$ cat src/rtl/mem_arbiter.sv
// mem_arbiter: two-requester arbiter in front of a single-port synchronous memory.
// Each granted access takes three cycles: ACC (strobe issued), RESP (memory
// answers), then a done pulse in the following cycle. Ties are broken in favour
// of the requester that was not served last.
//
// Ports:
//   clk, reset                      clock and synchronous active-high reset
//   a_req/a_we/a_addr/a_wdata       requester A access request and payload
//   a_gnt/a_done/a_rdata            requester A grant pulse, done pulse, read data
//   b_*                             same set for requester B
//   read/write/addr/data_in         memory strobes, address and write data
//   data_out                        memory read data, valid the cycle after read
//   busy                            high whenever the arbiter is not idle
module mem_arbiter #(
  parameter int ADDR_W = 5,
  parameter int DATA_W = 8
) (
  input  logic              clk,
  input  logic              reset,
  input  logic              a_req,
  input  logic              a_we,
  input  logic [ADDR_W-1:0] a_addr,
  input  logic [DATA_W-1:0] a_wdata,
  output logic              a_gnt,
  output logic              a_done,
  output logic [DATA_W-1:0] a_rdata,
  input  logic              b_req,
  input  logic              b_we,
  input  logic [ADDR_W-1:0] b_addr,
  input  logic [DATA_W-1:0] b_wdata,
  output logic              b_gnt,
  output logic              b_done,
  output logic [DATA_W-1:0] b_rdata,
  output logic              read,
  output logic              write,
  output logic [ADDR_W-1:0] addr,
  output logic [DATA_W-1:0] data_in,
  input  logic [DATA_W-1:0] data_out,
  output logic              busy
);

  typedef enum logic [1:0] {
    IDLE = 2'd0,
    ACC  = 2'd1,
    RESP = 2'd2
  } state_t;

  state_t state_q, state_d;

  logic              a_gnt_q, a_gnt_d;
  logic              b_gnt_q, b_gnt_d;
  logic              a_done_q, a_done_d;
  logic              b_done_q, b_done_d;
  logic              read_q, read_d;
  logic              write_q, write_d;
  logic              busy_q, busy_d;
  logic [ADDR_W-1:0] addr_q, addr_d;
  logic [DATA_W-1:0] data_in_q, data_in_d;
  logic [DATA_W-1:0] a_rdata_q, a_rdata_d;
  logic [DATA_W-1:0] b_rdata_q, b_rdata_d;
  logic              we_q, we_d;          // latched access type
  logic              owner_b_q, owner_b_d;  // 1: current access belongs to B
  logic              last_b_q, last_b_d;    // 1: B was granted most recently

  logic a_elig_s, b_elig_s, win_a_s, win_b_s;

  // A requester still showing req in its own done cycle is not a new request.
  assign a_elig_s = a_req & ~a_done_q;
  assign b_elig_s = b_req & ~b_done_q;
  assign win_a_s  = a_elig_s & (~b_elig_s | last_b_q);
  assign win_b_s  = b_elig_s & (~a_elig_s | ~last_b_q);

  assign a_gnt   = a_gnt_q;
  assign b_gnt   = b_gnt_q;
  assign a_done  = a_done_q;
  assign b_done  = b_done_q;
  assign a_rdata = a_rdata_q;
  assign b_rdata = b_rdata_q;
  assign read    = read_q;
  assign write   = write_q;
  assign addr    = addr_q;
  assign data_in = data_in_q;
  assign busy    = busy_q;

  // State register
  always_ff @(posedge clk) begin
    if (reset) begin
      state_q <= IDLE;
    end else begin
      state_q <= state_d;
    end
  end

  // Next-state logic: a grant from IDLE always takes exactly ACC then RESP
  always_comb begin
    state_d = state_q;
    case (state_q)
      IDLE: begin
        if (a_elig_s || b_elig_s) begin
          state_d = ACC;
        end else begin
          state_d = IDLE;
        end
      end
      ACC:     state_d = RESP;
      RESP:    state_d = IDLE;
      default: state_d = IDLE;
    endcase
  end

  // Output next-values: outputs are registered, so each value is set one edge
  // ahead of the cycle it belongs to
  always_comb begin
    a_gnt_d   = 1'b0;
    b_gnt_d   = 1'b0;
    a_done_d  = 1'b0;
    b_done_d  = 1'b0;
    read_d    = 1'b0;
    write_d   = 1'b0;
    addr_d    = addr_q;
    data_in_d = data_in_q;
    a_rdata_d = a_rdata_q;
    b_rdata_d = b_rdata_q;
    we_d      = we_q;
    owner_b_d = owner_b_q;
    last_b_d  = last_b_q;
    busy_d    = (state_d != IDLE);
    case (state_q)
      IDLE: begin
        if (win_a_s) begin
          owner_b_d = 1'b0;
          last_b_d  = 1'b0;
          we_d      = a_we;
          addr_d    = a_addr;
          data_in_d = a_wdata;
          a_gnt_d   = 1'b1;
          write_d   = a_we;
          read_d    = ~a_we;
        end else if (win_b_s) begin
          owner_b_d = 1'b1;
          last_b_d  = 1'b1;
          we_d      = b_we;
          addr_d    = b_addr;
          data_in_d = b_wdata;
          b_gnt_d   = 1'b1;
          write_d   = b_we;
          read_d    = ~b_we;
        end else begin
          owner_b_d = owner_b_q;
        end
      end
      ACC: begin
        // strobes fall back to their defaults; address and data hold
        we_d = we_q;
      end
      RESP: begin
        // data_out is valid now, one cycle after the read strobe was sampled
        if (owner_b_q) begin
          b_done_d = 1'b1;
          if (!we_q) begin
            b_rdata_d = data_out;
          end else begin
            b_rdata_d = b_rdata_q;
          end
        end else begin
          a_done_d = 1'b1;
          if (!we_q) begin
            a_rdata_d = data_out;
          end else begin
            a_rdata_d = a_rdata_q;
          end
        end
      end
      default: begin
        we_d = we_q;
      end
    endcase
  end

  // Output and datapath registers; reset aborts any access in flight
  always_ff @(posedge clk) begin
    if (reset) begin
      a_gnt_q   <= 1'b0;
      b_gnt_q   <= 1'b0;
      a_done_q  <= 1'b0;
      b_done_q  <= 1'b0;
      read_q    <= 1'b0;
      write_q   <= 1'b0;
      busy_q    <= 1'b0;
      addr_q    <= {ADDR_W{1'b0}};
      data_in_q <= {DATA_W{1'b0}};
      a_rdata_q <= {DATA_W{1'b0}};
      b_rdata_q <= {DATA_W{1'b0}};
      we_q      <= 1'b0;
      owner_b_q <= 1'b0;
      last_b_q  <= 1'b1;
    end else begin
      a_gnt_q   <= a_gnt_d;
      b_gnt_q   <= b_gnt_d;
      a_done_q  <= a_done_d;
      b_done_q  <= b_done_d;
      read_q    <= read_d;
      write_q   <= write_d;
      busy_q    <= busy_d;
      addr_q    <= addr_d;
      data_in_q <= data_in_d;
      a_rdata_q <= a_rdata_d;
      b_rdata_q <= b_rdata_d;
      we_q      <= we_d;
      owner_b_q <= owner_b_d;
      last_b_q  <= last_b_d;
    end
  end

endmodule

$ cat config.mk
export PLATFORM = sky130hd
export DESIGN_NAME = mem_arbiter
export DESIGN_NICKNAME = d
export VERILOG_FILES = /design/src/rtl/mem_arbiter.sv
export SDC_FILE = /design/constraint.sdc
export NUM_CORES = 1
export LEC_CHECK = 0
export CORE_MARGIN = 5
export CORE_UTILIZATION = 30
export DETAILED_ROUTE_END_ITERATION = 8
export PLACE_DENSITY_LB_ADDON = 0.25
export SLEW_MARGIN = 40
export SYNTH_ARGS = -nofsm -noshare
export SYNTH_HDL_FRONTEND = slang
export SYNTH_SLANG_ARGS = --single-unit
$ cat constraint.sdc
create_clock -name clk -period 1.23 [get_ports clk]
set_input_delay 0.246 -clock clk [delete_from_list [all_inputs] [get_ports clk]]
set_output_delay 0.246 -clock clk [all_outputs]
set_load 0.05 [all_outputs]
==> results of run 1 <==
[registers in the layout (all words and copies together) (netlist names)]
| name | count |
|---|---|
| a_rdata | 8 |
| b_rdata | 8 |
| data_in | 8 |
| addr | 5 |
| state_q | 2 |
| a_done | 1 |
| a_gnt | 1 |
| b_done | 1 |
| b_gnt | 1 |
| busy | 1 |
| last_b_q | 1 |
| owner_b_q | 1 |
| read | 1 |
| we_q | 1 |
| write | 1 |
[critical path: cells and delay by family, from the launching register on]
kind                   cells  cell delay (ns)
and+or+nand+nor            2             0.19
AOI/OAI and AO/OA          2             0.44
DFF                        1             0.35
buffers and inverters      2             0.31
[power by group through the flow]
stage	Combinational, mW	Clock (mW)	Sequential [mW]
5_1_grt	1.40	1.05	1.54
4_1_cts	1.28	0.996	1.53
3_5_place_dp	1.18	0	1.55
2_1_floorplan	0.323	0	1.79
3_3_place_gp	1.17	0	1.55
6_report	1.33	0.967	1.53
[worst max-delay path by stage]
stage | from | end | slack (ns) | cells after the start
6_report | a_done | data_in[6] | -0.16 | 6
2_1_floorplan | b_done | data_in[3] | -0.13 | 5
4_1_cts | a_done | last_b_q | -0.16 | 7
3_5_place_dp | b_req | addr[3] | -0.50 | 6
5_1_grt | b_done | data_in[6] | -0.22 | 6
3_3_place_gp | b_req | data_in[0] | -0.46 | 6
[metal layers]
layer | vias to the layer above | share of wire | routed length, um | global-route usage
li1 | 810 | - | - | -
met1 | 763 | 0.42 | 2140 | 0.168
met2 | 47 | 0.51 | 2600 | 0.227
met3 | 8 | 0.049 | 247 | 0.0340
met4 | 0 | 0.018 | 89 | 0.0619
met5 | - | 0 | 0 | 0
[cell families (layout without fill, tap and decap cells)]
kind of cell	count (synthesis)	in the layout	synth area share
flip-flops	41	41	0.487
AND/OR/NAND/NOR	85	85	0.240
AO/OA/AOI/OAI	31	32	0.180
multiplexers	8	8	0.0475
buffers and inverters	11	110	0.0453
[cell usage in the layout (no fill, tap or decap), types with 2 or more instances in the layout]
master and count:
sky130_fd_sc_hd__mux2i_1 7, sky130_fd_sc_hd__a311oi_2 12, sky130_fd_sc_hd__dfxtp_1 36, sky130_fd_sc_hd__clkbuf_8 7
sky130_fd_sc_hd__buf_12 42, sky130_fd_sc_hd__dlygate4sd2_1 2, sky130_fd_sc_hd__a21oi_1 3, sky130_fd_sc_hd__nor2_1 21
sky130_fd_sc_hd__nand2_4 3, sky130_fd_sc_hd__a21oi_2 8, sky130_fd_sc_hd__clkdlybuf4s50_1 37, sky130_fd_sc_hd__nand2b_4 2
sky130_fd_sc_hd__buf_4 15, sky130_fd_sc_hd__dfxtp_4 4, sky130_fd_sc_hd__nand2_1 35, sky130_fd_sc_hd__a311oi_1 2
sky130_fd_sc_hd__buf_6 4, sky130_fd_sc_hd__nand2_2 7, sky130_fd_sc_hd__nor2_2 6
[metrics by stage]
| step | utilization | setup slack (ns) | TNS, ns | cell area [um^2] | power (mW) |
|---|---|---|---|---|---|
| 2_1_floorplan | - | -0.129 | -2.20 | 1710 | 2.11 |
| 3_3_place_gp | 0.558 | -0.463 | -8.94 | 3050 | 2.72 |
| 3_5_place_dp | 0.558 | -0.503 | -9.66 | 3050 | 2.74 |
| 4_1_cts | 0.593 | -0.156 | -3.24 | 3250 | 3.80 |
| 5_1_grt | 0.619 | -0.224 | -3.65 | 3390 | 3.99 |
| 6_report | 0.619 | -0.159 | -2.32 | 3390 | 3.83 |
[cell type report]
class                           instances  area [um^2]  share of cell area
Timing Repair Buffer                  102         1440               0.425
Multi-Input combinational cell        125          921               0.272
Sequential cell                        41          837               0.247
Clock buffer                            7         96.3              0.0284
Tap cell                               72         90.1              0.0266
Clock inverter                          1         5.00             0.00148
[what timing repair did]
action                     CTS  global route
setup endpoints to repair   37            38
gates resized for setup      8            36
cloned                       3             1
setup buffers                2             2
pin swaps                    1            18
==> results_tabular.tex, run 1 <==
\begin{tabular}{lr}
\hline
Metric & Value \\
\hline
\multicolumn{2}{l}{\textbf{Timing}} \\
Number of setup violations in the final report & 25 \\
Worst hold slack & 0.425 ns \\
Final cycle utilization of the critical path & 1.13 \\
Top achievable clock speed & just over 700 MHz \\
Count of final max-slew check failures & 0 \\
Post-route worst setup slack & -0.159 ns \\
Transition time at the pin with the least slew margin & 0.291 ns \\
Post-route clock skew & approximately 0.0051 ns \\
Number of endpoints with negative hold slack in the final report & 0 \\
Fin crit period & 1.39 ns \\
Normalized max-slew margin & 0.806 \\
Unrepaired setup endpoints after global routing & true \\
\multicolumn{2}{l}{\textbf{CTS}} \\
Clk Latency, worst-skew pair & 0.29 ns \\
Sinks on the clock net & 41 \\
Root Driver & sky130\_fd\_sc\_hd\_\_clkbuf\_8 \\
CTS H-tree depth & 2 \\
Clock tree from TritonCTS & built \\
Clk buf depth & 2 \\
Hold buffers post-CTS & 0 \\
Clock-pin transition on the worst setup and hold timing paths & around 0.08 ns \\
Cts bufs inserted & 5 \\
\multicolumn{2}{l}{\textbf{Synthesis}} \\
Yosys warns & 0 \\
Largest cells by area after synthesis & sky130\_fd\_sc\_hd\_\_dfxtp\_1 49\%, sky130\_fd\_sc\_hd\_\_nand2\_1 10\%, sky130\_fd\_sc\_hd\_\_a311oi\_2 7.1\% \\
Number of synthesized flops with an enable pin & 0 \\
Share of the synthesized area in the top cell type & 0.487 \\
Post-synthesis sequential element count & 41 \\
Dominant register cell in the synthesized netlist & sky130\_fd\_sc\_hd\_\_dfxtp\_1 \\
Count leader, synth & sky130\_fd\_sc\_hd\_\_nand2\_1 \\
Async set or reset register ratio after synthesis & 0 \\
Mapped Cells & 176 \\
Commonest cells in the synthesized netlist & 45 x sky130\_fd\_sc\_hd\_\_nand2\_1, 41 x sky130\_fd\_sc\_hd\_\_dfxtp\_1, 27 x sky130\_fd\_sc\_hd\_\_nor2\_1, 11 x sky130\_fd\_sc\_hd\_\_a21oi\_1 \\
Cell area after synthesis & approximately 1700 um\^{}2 \\
Post-synthesis sequential area ratio & 0.487 \\
Distinct cell type count after synthesis & 30 \\
Net count after synthesis & 216 \\
Cell type with the highest aggregate area in the netlist & sky130\_fd\_sc\_hd\_\_dfxtp\_1 \\
Avg Inst Size Synth & about 9.6 um\^{}2 \\
\multicolumn{2}{l}{\textbf{Cells and area}} \\
Antenna diode count & 0 \\
Fraction of final layout cells with drive strength greater than 1 & 0.457 \\
Number of nets in the finished design & roughly 320 \\
Count of fill cells added during filler insertion & between 400 and 500 \\
Layout overhead on the synthesized area & 101\% \\
Final non-filler cell total & 348 \\
\multicolumn{2}{l}{\textbf{Status}} \\
Run status & finished, violations left \\
Violated checks & setup timing \\
\multicolumn{2}{l}{\textbf{Die}} \\
Area enclosed by the die boundary & $\sim$7200 um\^{}2 \\
Core area & around 5500 um\^{}2 \\
DIE WIDTH & 85.0 um \\
Height of the die & 85.0 um \\
Boundary pin count & 76 \\
Initial core utilization & 0.308 \\
Placement Rows & 27 \\
\multicolumn{2}{l}{\textbf{Setup path}} \\
CP cell instances & nand2b\_4 -> a211oi\_4 -> buf\_6 -> buf\_12 -> nor2\_1 -> a311oi\_1 \\
Data arrival time at the worst-slack endpoint & 1.59 ns \\
Critical path class & flop to flop \\
Number of cell instances on the worst register-to-register path & 6 \\
Slowest library cell on the worst path & sky130\_fd\_sc\_hd\_\_dfxtp\_4 \\
Worst reg-to-reg setup slack & -0.16 ns \\
Maximum cell stage delay along the critical path & between 0.3 and 0.4 ns \\
Kind of end point of the critical path & flop \\
Required time of the critical path & 1.43 ns \\
Largest fanout on the critical path & 8 \\
Launching point of the worst reg2reg path & a\_done \\
FF-to-FF End & data\_in[6] \\
CP startpoint kind & flop \\
\multicolumn{2}{l}{\textbf{Power and ir drop}} \\
Net load switching power & 1.19 mW \\
P\_int & 2.64 mW \\
Portion of total power attributed to the clock network & 0.253 \\
IR Drop Worst-Case VDD & 0.499 mV \\
Pwr/cell area & 1130 nW/um\^{}2 \\
Sequential fraction of design power & 0.399 \\
Switching part of the total & 0.311 \\
Proportion of power drawn by combinational gates & 0.348 \\
Cell leakage power & 1.28 nW \\
\multicolumn{2}{l}{\textbf{Global routing}} \\
Initial antenna violation count & 0 \\
Vias in the first global route & 1,608 \\
Global-route usage over all layers & 0.137 \\
Pin count of the biggest net entering global routing & 17 \\
Wire length of the first global-routing pass & 7930 um \\
Total gr overflow & 0 \\
\multicolumn{2}{l}{\textbf{Drt}} \\
Number of routed nets with antenna violations & 0 \\
Number of violations reported at the end of detailed-routing iteration 0 & 83 \\
Via density & 4.68 \\
Vias after detailed routing & around 1,600 \\
First-pass detailed-route iteration total & 4 \\
Total wire length & 5080 um \\
DRC violations left & 0 \\
Routed WL per cell & 14.6 um \\
\multicolumn{2}{l}{\textbf{Place}} \\
RD Place Congestion & 0.710 \\
I/O Buffers & 75 \\
Cell count after placement & 333 \\
HPWL after detailed placement & 3400 um \\
\multicolumn{2}{l}{\textbf{Min path}} \\
Depth of the worst hold-timing path & 3 \\
Class of the tightest hold or removal check & input port to flop \\
Worst hold start & a\_req \\
Hold Path Sink & state\_q[0] \\
\multicolumn{2}{l}{\textbf{Run}} \\
Max-cap violations & 0 \\
\hline
\end{tabular}
No activity file was read; power rests on OpenSTA's default activity.
==> run 2: changes to the inputs <==
Settings changed: CORE_ASPECT_RATIO set to 1.5.
==> run 2 against run 1 <==
Against the previous run: the flow still finishes with violations (setup timing); worst hold slack worse by 0.012 ns; combinational power hardly changed; highest routed layer unchanged; cell area shrank 0.85%; non-clock buffer count down 2; maximum frequency is essentially flat; clock skew rose by 0.0053 ns; largest power group unchanged; critical path depth stayed put; worst setup slack better by 0.00085 ns.
==> results_tabular.tex, run 2 (synthesis results as in run 1) <==
\begin{tabular}{lr}
\hline
Metric & Value \\
\hline
\multicolumn{2}{l}{\textbf{Timing}} \\
Fin crit period & 1.39 ns (-0.000853 ns) \\
Post-route worst setup slack & -0.158 ns (+0.000853 ns) \\
Number of endpoints with negative hold slack in the final report & 0 (unchanged) \\
Count of final max-slew check failures & 0 (unchanged) \\
Final cycle utilization of the critical path & 1.13 (about the same) \\
Post-route clock skew & 0.0104 ns (+0.00528 ns) \\
Post-Route Setup TNS & -1.97 ns (+0.346 ns) \\
Normalized max-slew margin & 0.791 (-0.0149) \\
Unrepaired setup endpoints after global routing & true \\
Transition time at the pin with the least slew margin & 0.313 ns (+0.0223 ns) \\
Number of setup violations in the final report & 18 (-28\%) \\
Top achievable clock speed & 720 MHz (about the same) \\
\multicolumn{2}{l}{\textbf{CTS}} \\
CTS H-tree depth & 2 (unchanged) \\
Sinks on the clock net & 41 (unchanged) \\
Root Driver & sky130\_fd\_sc\_hd\_\_clkbuf\_8 \\
Clk buf depth & 2 (unchanged) \\
Clock tree from TritonCTS & built \\
Clock-pin transition on the worst setup and hold timing paths & 0.08 ns (about the same) \\
Clk Latency, worst-skew pair & 0.29 ns (about the same) \\
Cts bufs inserted & 5 (unchanged) \\
\multicolumn{2}{l}{\textbf{Power and ir drop}} \\
Pwr/cell area & 1120 nW/um\^{}2 (-1.0\%) \\
IR Drop Worst-Case VDD & 0.758 mV (+52\%) \\
Cell leakage power & 1.26 nW (-1.2\%) \\
\multicolumn{2}{l}{\textbf{Global routing}} \\
Total gr overflow & 0 (unchanged) \\
Wire length of the first global-routing pass & 7140 um (-9.9\%) \\
Pin count of the biggest net entering global routing & 19 (+2) \\
Global-route usage over all layers & 0.125 (-0.0127) \\
Initial antenna violation count & 0 (unchanged) \\
Vias in the first global route & 1,549 (-3.7\%) \\
\multicolumn{2}{l}{\textbf{Drt}} \\
Met2 layer wire length in the routed design & 2630 um (+0.92\%) \\
Wl on met1 & 1570 um (-27\%) \\
Routed WL per cell & 13.5 um (-7.6\%) \\
Total wire length & 4640 um (-8.7\%) \\
Met3 routed wirelength & 403 um (+63\%) \\
Vias after detailed routing & 1,580 (-2.9\%) \\
Uppermost layer routed & met4 \\
Number of violations reported at the end of detailed-routing iteration 0 & 50 (-40\%) \\
Number of routed nets with antenna violations & 0 (unchanged) \\
DRC violations left & 0 (unchanged) \\
First-pass detailed-route iteration total & 4 (unchanged) \\
Via density & 4.59 (-1.8\%) \\
\multicolumn{2}{l}{\textbf{Die}} \\
Height of the die & 102 um (+20\%) \\
DIE WIDTH & 71.2 um (-16\%) \\
Area enclosed by the die boundary & 7250 um\^{}2 (+0.43\%) \\
Boundary pin count & 76 (unchanged) \\
Initial core utilization & 0.309 (+0.00127) \\
Placement Rows & 33 (+22\%) \\
Core area & 5450 um\^{}2 (-0.41\%) \\
\multicolumn{2}{l}{\textbf{Setup path}} \\
Number of cell instances on the worst register-to-register path & 6 (unchanged) \\
Data arrival time at the worst-slack endpoint & 1.59 ns (about the same) \\
Largest fanout on the critical path & 15 (+7) \\
FF-to-FF End & data\_in[6] \\
Kind of end point of the critical path & flop \\
Required time of the critical path & 1.43 ns (about the same) \\
Critical path class & flop to flop \\
Worst reg-to-reg setup slack & -0.16 ns (about the same) \\
Launching point of the worst reg2reg path & b\_done \\
CP startpoint kind & flop \\
\multicolumn{2}{l}{\textbf{Place}} \\
Pre-CTS setup slack & -0.516 ns (-0.0127 ns) \\
HPWL after detailed placement & 3340 um (-1.6\%) \\
I/O Buffers & 75 (unchanged) \\
RD Place Congestion & 0.739 (+4.1\%) \\
\multicolumn{2}{l}{\textbf{Cells and area}} \\
Number of nets in the finished design & 313 (-0.63\%) \\
Layout overhead on the synthesized area & 99.3\% \\
Fraction of final layout cells with drive strength greater than 1 & 0.449 (-0.00762) \\
Antenna diode count & 0 (unchanged) \\
Top library cells by usage in the layout, fill and taps aside & 42 x sky130\_fd\_sc\_hd\_\_buf\_12, 37 x sky130\_fd\_sc\_hd\_\_dfxtp\_1, 37 x sky130\_fd\_sc\_hd\_\_clkdlybuf4s50\_1 \\
Most common library cell in the layout ignoring fill and taps & sky130\_fd\_sc\_hd\_\_buf\_12 \\
\multicolumn{2}{l}{\textbf{Min path}} \\
Hold Path Sink & state\_q[0] \\
Class of the tightest hold or removal check & input port to flop \\
Depth of the worst hold-timing path & 3 (unchanged) \\
Worst hold start & a\_req \\
\multicolumn{2}{l}{\textbf{Status}} \\
Run status & finished, violations left \\
Violated checks & setup timing \\
\multicolumn{2}{l}{\textbf{Run}} \\
Max-cap violations & 0 (unchanged) \\
\hline
\end{tabular}
-- run 2: changes by cell type in the layout (fill, tap and decap cells not counted), moves of 2 or more --
cell                      previous run  this run
sky130_fd_sc_hd__buf_4              15        10
sky130_fd_sc_hd__a21oi_1             3         7
sky130_fd_sc_hd__a21oi_2             8         4
sky130_fd_sc_hd__buf_6               4         8
sky130_fd_sc_hd__nor2_1             21        17
sky130_fd_sc_hd__nand2_4             3         0
sky130_fd_sc_hd__nand2_2             7         9
sky130_fd_sc_hd__nor2_2              6         8
sky130_fd_sc_hd__nor2_4              0         2
-- run 2: worst max path at each step --
stage	slack, ns	end	from
final	-0.16	data_in[6]	b_done
after detailed placement	-0.52	data_in[0]	b_req
after global routing	-0.22	we_q	b_done
after global placement	-0.45	data_in[4]	b_req
after CTS	-0.17	data_in[0]	a_done
after floorplan	-0.13	data_in[3]	b_done
-- run 2: power breakdown --
part,internal [mW],total (mW),switching [mW]
logic,0.697,1.32,0.621
clock network,0.455,0.911,0.456
registers,1.42,1.53,0.110
-- run 2: final cells by class --
class	instances	area (um^2)
Clock buffer	6	82.6
Clock inverter	2	13.8
Fill cell	451	2090
Multi-Input combinational cell	125	921
Sequential cell	41	836
Tap cell	70	87.6
Timing Repair Buffer	100	1420
-- run 2: layer usage --
layer	global-route usage	vias up
met4	0.0391	0
met2	0.241	59
li1	-	797
met5	0	-
met1	0.117	719
met3	0.0506	5
-- run 2: repair_timing --
action / 4_1_cts / 5_1_grt
setup endpoints to repair: 37 / 37
resized for setup: 27 / 18
hold buffers: 0 / 0
buffers inserted: 1 / 4
cloned: 2 / 1
pin swaps: 14 / 9
-- run 2: stage by stage --
| step | util | hold slack, ns | total power [mW] | area [um^2] | instances |
|---|---|---|---|---|---|
| final | 0.616 | 0.413 | 3.76 | 3360 | 344 |
| after global routing | 0.616 | 0.423 | 3.93 | 3360 | 344 |
| after CTS | 0.600 | 0.406 | 3.74 | 3270 | 341 |
| after detailed placement | 0.561 | 0.484 | 2.74 | 3060 | 330 |
| after global placement | 0.561 | 0.480 | 2.72 | 3060 | 330 |
| after floorplan | - | 0.382 | 2.11 | 1710 | 176 |
-- run 2: worst max-delay path, cell delays in order (launching register included) --
cell	delay, ns
sky130_fd_sc_hd__dfxtp_4	0.34
sky130_fd_sc_hd__nand2b_4	0.16
sky130_fd_sc_hd__buf_12	0.14
sky130_fd_sc_hd__o21ai_4	0.16
sky130_fd_sc_hd__buf_12	0.17
sky130_fd_sc_hd__nand2_1	0.08
sky130_fd_sc_hd__a311oi_2	0.25
